`src/rtl/fetch_pkg.sv`:
```
// Shared types and constants for the instruction fetch stage.
package fetch_pkg;

    localparam int unsigned INSTR_W        = 32;
    localparam int unsigned PC_STEP        = 4;
    localparam int unsigned DEFAULT_ADDR_W = 32;

    typedef struct packed {
        logic [INSTR_W-1:0]        word;
        logic [DEFAULT_ADDR_W-1:0] pc;
    } fetch_entry_t;

endpackage

```
`src/rtl/fetch_fifo.sv`:
```
// Synchronous FIFO of fetch entries with flush; wrap bit on each pointer
// separates full from empty, head is read straight from the storage registers.
module fetch_fifo
    import fetch_pkg::*;
#(
    parameter int unsigned DEPTH   = 4,
    parameter type         entry_t = fetch_entry_t
) (
    input  logic                     clk,
    input  logic                     reset,
    input  logic                     flush,
    input  logic                     push,
    input  entry_t                   push_data,
    input  logic                     pop,
    output entry_t                   head,
    output logic                     empty,
    output logic [$clog2(DEPTH):0]   count
);

    localparam int unsigned AW = $clog2(DEPTH);

    logic [AW:0] wr_ptr;
    logic [AW:0] rd_ptr;
    entry_t      mem [DEPTH];
    logic        full;
    logic        do_push;
    logic        do_pop;

    always_comb begin
        empty   = (wr_ptr == rd_ptr);
        full    = (wr_ptr[AW] != rd_ptr[AW]) && (wr_ptr[AW-1:0] == rd_ptr[AW-1:0]);
        count   = wr_ptr - rd_ptr;
        do_push = push && !full;
        do_pop  = pop && !empty;
        head    = mem[rd_ptr[AW-1:0]];
    end

    // Storage is cleared on reset so the presented word/pc read as zero afterwards.
    always_ff @(posedge clk) begin
        if (reset) begin
            wr_ptr <= '0;
            rd_ptr <= '0;
            for (int unsigned i = 0; i < DEPTH; i++) begin
                mem[i] <= '0;
            end
        end else if (flush) begin
            wr_ptr <= '0;
            rd_ptr <= '0;
        end else begin
            if (do_push) begin
                mem[wr_ptr[AW-1:0]] <= push_data;
                wr_ptr              <= wr_ptr + 1'b1;
            end
            if (do_pop) begin
                rd_ptr <= rd_ptr + 1'b1;
            end
        end
    end

endmodule

```
`src/rtl/fetch_unit.sv`:
```
// Instruction fetch stage: owns the PC, issues credit-limited in-order memory
// requests, queues returned words and handles redirects by flush-and-drop.
module fetch_unit
    import fetch_pkg::*;
#(
    parameter int unsigned         ADDR_W   = 32,
    parameter int unsigned         DEPTH    = 4,
    parameter logic [ADDR_W-1:0]   RESET_PC = '0
) (
    input  logic                clk,
    input  logic                reset,
    output logic                imem_req_valid,
    output logic [ADDR_W-1:0]   imem_req_addr,
    input  logic                imem_req_ready,
    input  logic                imem_rsp_valid,
    input  logic [INSTR_W-1:0]  imem_rsp_data,
    input  logic                redirect_valid,
    input  logic [ADDR_W-1:0]   redirect_pc,
    output logic                instr_valid,
    output logic [INSTR_W-1:0]  instr,
    output logic [ADDR_W-1:0]   instr_pc,
    input  logic                instr_ready
);

    localparam int unsigned CW = $clog2(DEPTH + 1);

    typedef struct packed {
        logic [INSTR_W-1:0] word;
        logic [ADDR_W-1:0]  pc;
    } entry_t;

    logic [ADDR_W-1:0]         pc;
    logic [ADDR_W-1:0]         expect_pc;
    logic [ADDR_W-1:0]         redirect_target;
    logic [CW-1:0]             outstanding;
    logic [CW-1:0]             drop_cnt;
    logic [$clog2(DEPTH):0]    occupancy;
    logic [CW:0]               credit_sum;
    logic                      req_fire;
    logic                      rsp_drop;
    logic                      rsp_push;
    logic                      pop;
    logic                      fifo_empty;
    entry_t                    push_entry;
    entry_t                    head;
    logic                      unused_redirect_lsbs;

    always_comb begin
        redirect_target      = {redirect_pc[ADDR_W-1:2], 2'b00};
        unused_redirect_lsbs = ^redirect_pc[1:0];
        credit_sum           = (CW+1)'(outstanding) + (CW+1)'(occupancy);
        imem_req_valid       = !reset && (credit_sum < (CW+1)'(DEPTH)) && !redirect_valid;
        imem_req_addr        = pc;
        req_fire             = imem_req_valid && imem_req_ready;
        // A response landing in the redirect cycle is stale and dropped on the spot.
        rsp_drop             = imem_rsp_valid && (redirect_valid || (drop_cnt != '0));
        rsp_push             = imem_rsp_valid && !rsp_drop;
        push_entry.word      = imem_rsp_data;
        push_entry.pc        = expect_pc;
        instr_valid          = !fifo_empty;
        instr                = head.word;
        instr_pc             = head.pc;
        pop                  = instr_valid && instr_ready;
    end

    always_ff @(posedge clk) begin
        if (reset) begin
            pc          <= RESET_PC;
            expect_pc   <= RESET_PC;
            outstanding <= '0;
            drop_cnt    <= '0;
        end else begin
            outstanding <= outstanding + CW'(req_fire) - CW'(imem_rsp_valid);
            if (redirect_valid) begin
                pc        <= redirect_target;
                expect_pc <= redirect_target;
                drop_cnt  <= outstanding - CW'(imem_rsp_valid);
            end else begin
                if (req_fire) begin
                    pc <= pc + ADDR_W'(PC_STEP);
                end
                if (rsp_push) begin
                    expect_pc <= expect_pc + ADDR_W'(PC_STEP);
                end
                if (rsp_drop) begin
                    drop_cnt <= drop_cnt - 1'b1;
                end
            end
        end
    end

    fetch_fifo #(
        .DEPTH   (DEPTH),
        .entry_t (entry_t)
    ) u_fifo (
        .clk       (clk),
        .reset     (reset),
        .flush     (redirect_valid),
        .push      (rsp_push),
        .push_data (push_entry),
        .pop       (pop),
        .head      (head),
        .empty     (fifo_empty),
        .count     (occupancy)
    );

endmodule

```
`config.mk`:
```
export PLATFORM = sky130hd
export DESIGN_NAME = fetch_unit
export DESIGN_NICKNAME = d
export VERILOG_FILES = /design/src/rtl/fetch_pkg.sv /design/src/rtl/fetch_fifo.sv /design/src/rtl/fetch_unit.sv
export SDC_FILE = /design/constraint.sdc
export NUM_CORES = 1
export LEC_CHECK = 0
export CAP_MARGIN = 10
export CORE_MARGIN = 2
export CORE_UTILIZATION = 51
export CTS_CLUSTER_SIZE = 16
export DETAILED_ROUTE_END_ITERATION = 12
export PLACE_DENSITY = 0.8
export SYNTH_ARGS = -nofsm -noshare
export SYNTH_HDL_FRONTEND = slang
export SYNTH_SLANG_ARGS = --single-unit
```
`constraint.sdc`:
```
create_clock -name clk -period 3.69 [get_ports clk]
set_clock_uncertainty 0.15 [all_clocks]
set_input_delay 0.738 -clock clk [delete_from_list [all_inputs] [get_ports clk]]
set_output_delay 0.738 -clock clk [all_outputs]
set_load 0.01 [all_outputs]
```
Word-level counts from Yosys, hierarchy flattened --
Memory sizes are Yosys's and may differ from the RTL's. A register that Yosys moved wholly into a read port is not among the register bits. Cells that the tools add are included.
Cells by class: add/sub/neg operators 10, multiply operators 0, divide/modulo/power cells 0, order comparisons 1, equal/unequal tests 3, shift operators 0, muxes and demuxes 17, bitwise gates (word level) 0, reductions and logical operators 21
Operator list (number):
- $mux 32 | 4
- $add 32x3->32 const B | 2
- $mux 64 | 1
- $reduce_or 64->1 | 1
- $logic_and 1x1->1 | 9
- $mux 1 | 7
- $add 3x1->3 const B | 2
- $mux 2 | 3
- $mux 3 | 2
- $reduce_bool 2->1 | 3
- $sub 3x1->3 | 2
- $logic_not 1->1 | 5
- $add 3x3->4 | 1
- $lt 4x3->1 const B | 1
- $add 3x1->3 | 1
- $eq 3x3->1 | 1
- $reduce_bool 3->1 | 1
- $sub 3x1->3 const B | 1
- $sub 3x3->3 | 1
- $eq 2x2->1 | 1
- $reduce_or 2->1 | 1
- $logic_or 1x1->1 | 1
- $ne 1x1->1 | 1
Storage, ports and cells: flip-flop bits (word level) 76, bits in latches 0, RAM bits 256, memory bits (read-only) 0, input bits 70, output and inout bits 98, memories kept 1
Memories:
- u_fifo.mem | words 4, bits a word 64, rd ports 1, clocked after memory_dff 1, wr ports 4, line fetch_fifo.sv:24 | entry_t mem [DEPTH];

Logic depth before layout (Yosys ltp) --
depth after elaboration 12, gate-level depth with buffers 16

Cells and area by module --
Synthesis repeated with hierarchy kept, for this count alone.
Unflattened totals: cells, all modules 1190, area total of the unflattened synthesis 14984.4 um^2
Modules (own cells, without submodules):
- fetch_fifo | times used 1, cells an instance 748, area each 11178.2 um^2
- fetch_unit | times used 1, cells an instance 442, area each 3806.2 um^2

Worst setup path after synthesis --
Ideal clock, no wire load.
path kind flip-flop to flip-flop, from register u_fifo.wr_ptr[0], to register outstanding[2], data arrival time 3.480 ns, required time 3.412 ns, slack -0.068 ns, stages on the path, launching flop included 17, clock period less this slack 3.758 ns, path through dfxtp_1 -> inv_1 -> ha_1 -> inv_1 -> fa_1 -> ha_1 -> or4b_4 -> nor4_4 -> inv_2 -> buf_6 -> buf_6 -> ha_1 -> inv_1 -> ha_1 -> fa_1 -> xnor2_1 -> nor2_1
Between the ends: longest elaborated chain between the ends 8
Ends and longest elaborated chain:
- start: declaration | line fetch_fifo.sv:22 | logic [AW:0] wr_ptr;
- start signal: assignment | line fetch_fifo.sv:52 | wr_ptr <= wr_ptr + 1'b1;
- $sub 3x3->3 | line fetch_fifo.sv:32 | count = wr_ptr - rd_ptr;
- $add 3x3->4 | line fetch_unit.sv:51 | credit_sum = (CW+1)'(outstanding) + (CW+1)'(occupancy);
- $lt 4x3->1 | line fetch_unit.sv:52 | imem_req_valid = !reset && (credit_sum < (CW+1)'(DEPTH)) && !redirect_valid;
- $logic_and 1x1->1 (2 in a row) | line fetch_unit.sv:52
- $logic_and 1x1->1 | line fetch_unit.sv:54 | req_fire = imem_req_valid && imem_req_ready;
- $add 3x1->3 | line fetch_unit.sv:73 | outstanding <= outstanding + CW'(req_fire) - CW'(imem_rsp_valid);
- $sub 3x1->3 | line fetch_unit.sv:73
- end signal: assignment | line fetch_unit.sv:73
- end: declaration | line fetch_unit.sv:35 | logic [CW-1:0] outstanding;
No other way between the ends. A chain may end at the register's enable or synchronous reset.

Final worst setup path --
from register u_fifo.wr_ptr[0], to output port imem_req_valid
Between the ends: longest elaborated chain between the ends 5
Ends and longest elaborated chain:
- $sub 3x3->3 | line fetch_fifo.sv:32
- $add 3x3->4 | line fetch_unit.sv:51
- $lt 4x3->1 | line fetch_unit.sv:52
- $logic_and 1x1->1 (2 in a row) | line fetch_unit.sv:52
- end: declaration | line fetch_unit.sv:12 | output logic imem_req_valid,
No other way between the ends.

==> summary.md <==
| Metric | Value |
|---|---|
| Die H | roughly 180 um |
| Placer Congestion | just over 0.8 |
| Diode count | 0 |
| Worst setup path startpoint | u_fifo.wr_ptr[0] |
| Worst Path Arrival | about 2.7 ns |
| Share of the synthesized area in the top cell type | 0.498 |
| First-pass GRT wire length | between 50000 and 60000 um |
| Worst Max-Slew Pin Slew | approximately 0.63 ns |
| Port buffer count | 161 |
| #FFs+latches synth | 322 |
| TritonCTS buffer count | 36 |
| Routed vias | 9570 |
| Startpoint class of the critical path | register |
| Vias in the first global route | around 10000 |
| Number of enable flip-flop cells after synthesis | ~250 |
| Share of cells above drive strength 1 | 0.137 |
| Hold Buf Count CTS | 0 |
| Main synth FF type | edfxtp_1 |
| Largest net degree at the start of global routing | between 60 and 70 |
| Setup violators final | 0 |
| CP Cell Sequence | inv_4, ha_2, inv_1, fa_1, ha_1, and3b_2, or3_1, nor3_2, buf_2 |
| ANT nets after route | 0 |
| Leak | approximately 6.5 nW |
| Area leader, netlist | edfxtp_1 |
| MaxCap Viol Count | 0 |
| Htree depth | 2 |
| Clock-pin slew on the worst setup and hold paths | ~0.060 ns |
| Comb pwr share | 0.095 |
| Peak VDD IR | approximately 0.27 mV |
| CP bufs+invs | 3 |
| Latest clock arrival within the worst-skew pair | 0.52 ns |
| Pwr per Cell Area | 468 nW/um^2 |
| Synthesized cell area | approximately 15000 um^2 |
| Max Freq | around 280 MHz |
| Max clock buf depth | 3 |
| Drt wl/cell | approximately 20 um |
| Hpwl dp | 20000 um |
| DP Cell Count | between 1500 and 2000 |
| Fillers | between 2000 and 2500 |
| Max Slew Vio Count | 0 |
| CTS tree | yes |
| Distinct cells, synth | 66 |
| Hold slack final | about 0.35 ns |
| Seq pwr share | 0.494 |
| Die area | around 31000 um^2 |
| Area contributors post-synth | edfxtp_1 (50%), and2_1 (11%), dfxtp_1 (9.9%) |
| Tot GR Track Use | 0.219 |
| Ys Warns | 0 |
| Die W | around 180 um |
| Min-delay src | reset |
| Core Box Area | around 29000 um^2 |
| CP delay by family, top | adder cells |
| Outcome | finished clean |
| Vias per cell | about 5.7 |
| # DRC | 0 |
| Critical Path RT | approximately 2.8 ns |
| Int Pwr | between 6 and 7 mW |
| DRT iter0 DRCs | 836 |
| Area growth from synthesis to layout | 22.1% |
| Crit-path max cell delay | between 0.4 and 0.5 ns |
| Crit path capture type | primary output |
| Hold crit path type | in -> reg |
| Row cnt | 62 |
| Crit Path Category | reg -> out |
| Gate Count Post-Synth | 1120 |
| Total Wirelength | 33400 um |
| Sequential fraction of the synthesis area | 0.597 |
| Part of the cycle the worst path needs | 0.975 |
| Final Total Pwr | 8.55 mW |
| Number of clock sinks | roughly 320 |
| Net Sw Power | 1.94 mW |
| Initial Util | 0.520 |
| Boundary Pins | 168 |
| Switching share of power | 0.226 |
| Fin cells | about 1700 |
| Critical Path Fanout Max | 3 |
| Worst relative slew slack | 0.583 |
| Clock network fraction of design power | 0.411 |
| Initial antenna violation count | 0 |
| Hold Vio Cnt, Final | 0 |
| R2r startpoint | u_fifo.wr_ptr[0] |
| Slowest cell on crit path | fa_1 |
| Nets@finish | 1361 |
| Ys async rst share | 0 |
| First drt pass iteration count | 5 |
| Mapped Avg Cell Area | around 13 um^2 |
| Min cycle time layout | approximately 3.6 ns |
| Gr ovfl total | 0 |
| Root Buffer | clkbuf_16 |
flip-flops by register name, indices dropped and copies added, names as in the netlist, named ones only:
| signal | flops |
|---|---|
| expect_pc | 30 |
| u_fifo.wr_ptr | 3 |
| drop_cnt | 3 |
| u_fifo.mem | 248 |
| outstanding | 3 |
| u_fifo.rd_ptr | 3 |
| imem_req_addr | 30 |
layout make-up:
class | instances | area [um^2] | share of cell area
Timing Repair Buffer | 190 | 1960 | 0.107
Inverter | 28 | 108 | 0.00589
Clock buffer | 45 | 986 | 0.0540
Clock inverter | 19 | 176 | 0.00966
Sequential cell | 322 | 8940 | 0.489
Tap cell | 384 | 480 | 0.0263
Multi-Input combinational cell | 697 | 5620 | 0.308
stage by stage:
stage	util	setup WS, ns	setup TNS, ns	area (um^2)
floorplan	-	0.0152	0	15000
global placement	0.594	0.106	0	17100
detailed placement	0.594	0.125	0	17100
CTS	0.634	0.0646	0	18300
global route	0.635	-0.00377	-0.00377	18300
finish	0.635	0.0911	0	18300
cells by family after synthesis:
family / Yosys count / share of synthesized area
flip-flops: 322 / 0.597
other: 1 / 0.000251
XOR/XNOR: 43 / 0.0252
AND/OR/NAND/NOR: 453 / 0.183
AO/OA/AOI/OAI: 111 / 0.0509
multiplexers: 70 / 0.0989
buffers and inverters: 104 / 0.0304
adder cells (fa/ha/maj): 16 / 0.0144
cell usage after synthesis, types with 3 or more instances:
cell type / number
and2_1: 256
edfxtp_1: 248
dfxtp_1: 74
mux4_2: 62
clkbuf_1: 49
nand2_1: 44
nor2_1: 41
a21oi_1: 33
inv_1: 27
xnor2_1: 27
nand3_1: 24
a211oi_1: 19
nand4_1: 17
xor2_1: 16
ha_1: 14
a31oi_1: 10
and4_1: 10
buf_1: 10
nor4_1: 10
a21boi_0: 9
and3_1: 8
a311oi_1: 7
buf_2: 7
nor3_1: 7
o21ai_0: 7
buf_4: 5
buf_6: 5
mux2i_1: 5
a32oi_1: 4
nand2b_1: 4
o21bai_1: 4
or2_2: 4
or3_1: 4
a211o_1: 3
a31o_2: 3
nor4_2: 3
cells in the final DEF (no fill, tap or decap), types with 19 or more instances in the layout:
cell and count:
dfxtp_1 70, nor2_1 41, and2_1 256, a21oi_1 33, clkbuf_16 37, clkdlybuf4s50_1 159
mux4_2 62, a211oi_1 19, edfxtp_1 248, nand2_1 44, nand3_1 24, xnor2_1 27
inv_1 26
per-layer routing:
metal	up-vias	global-route usage	wire [um]
li1	4414	-	-
met1	4719	0.299	14000
met2	390	0.368	16400
met3	47	0.0346	2400
met4	0	0.0576	552
met5	-	0	0
path summary, 6_finish.rpt:
path / slack [ns] / cells after the start / end
max: 0.09 / 9 / imem_req_valid
min: 0.35 / 2 / outstanding[1]
max reg2reg: 0.31 / 14 / outstanding[2]
min reg2reg: 0.36 / 2 / register
power groups by stage:
stage | registers, mW | logic [mW] | clock network [mW]
finish | 4.22 | 0.813 | 3.51
global route | 4.25 | 0.882 | 3.71
CTS | 4.22 | 0.821 | 3.57
detailed placement | 4.29 | 0.813 | 0
global placement | 4.28 | 0.797 | 0
floorplan | 4.26 | 0.440 | 0
what timing repair did:
item	CTS	global route
buffers inserted	0	1
gates resized for setup	7	3
pin swaps	0	2
setup endpoints to repair	1	1
(Power assumes the default switching activity.)
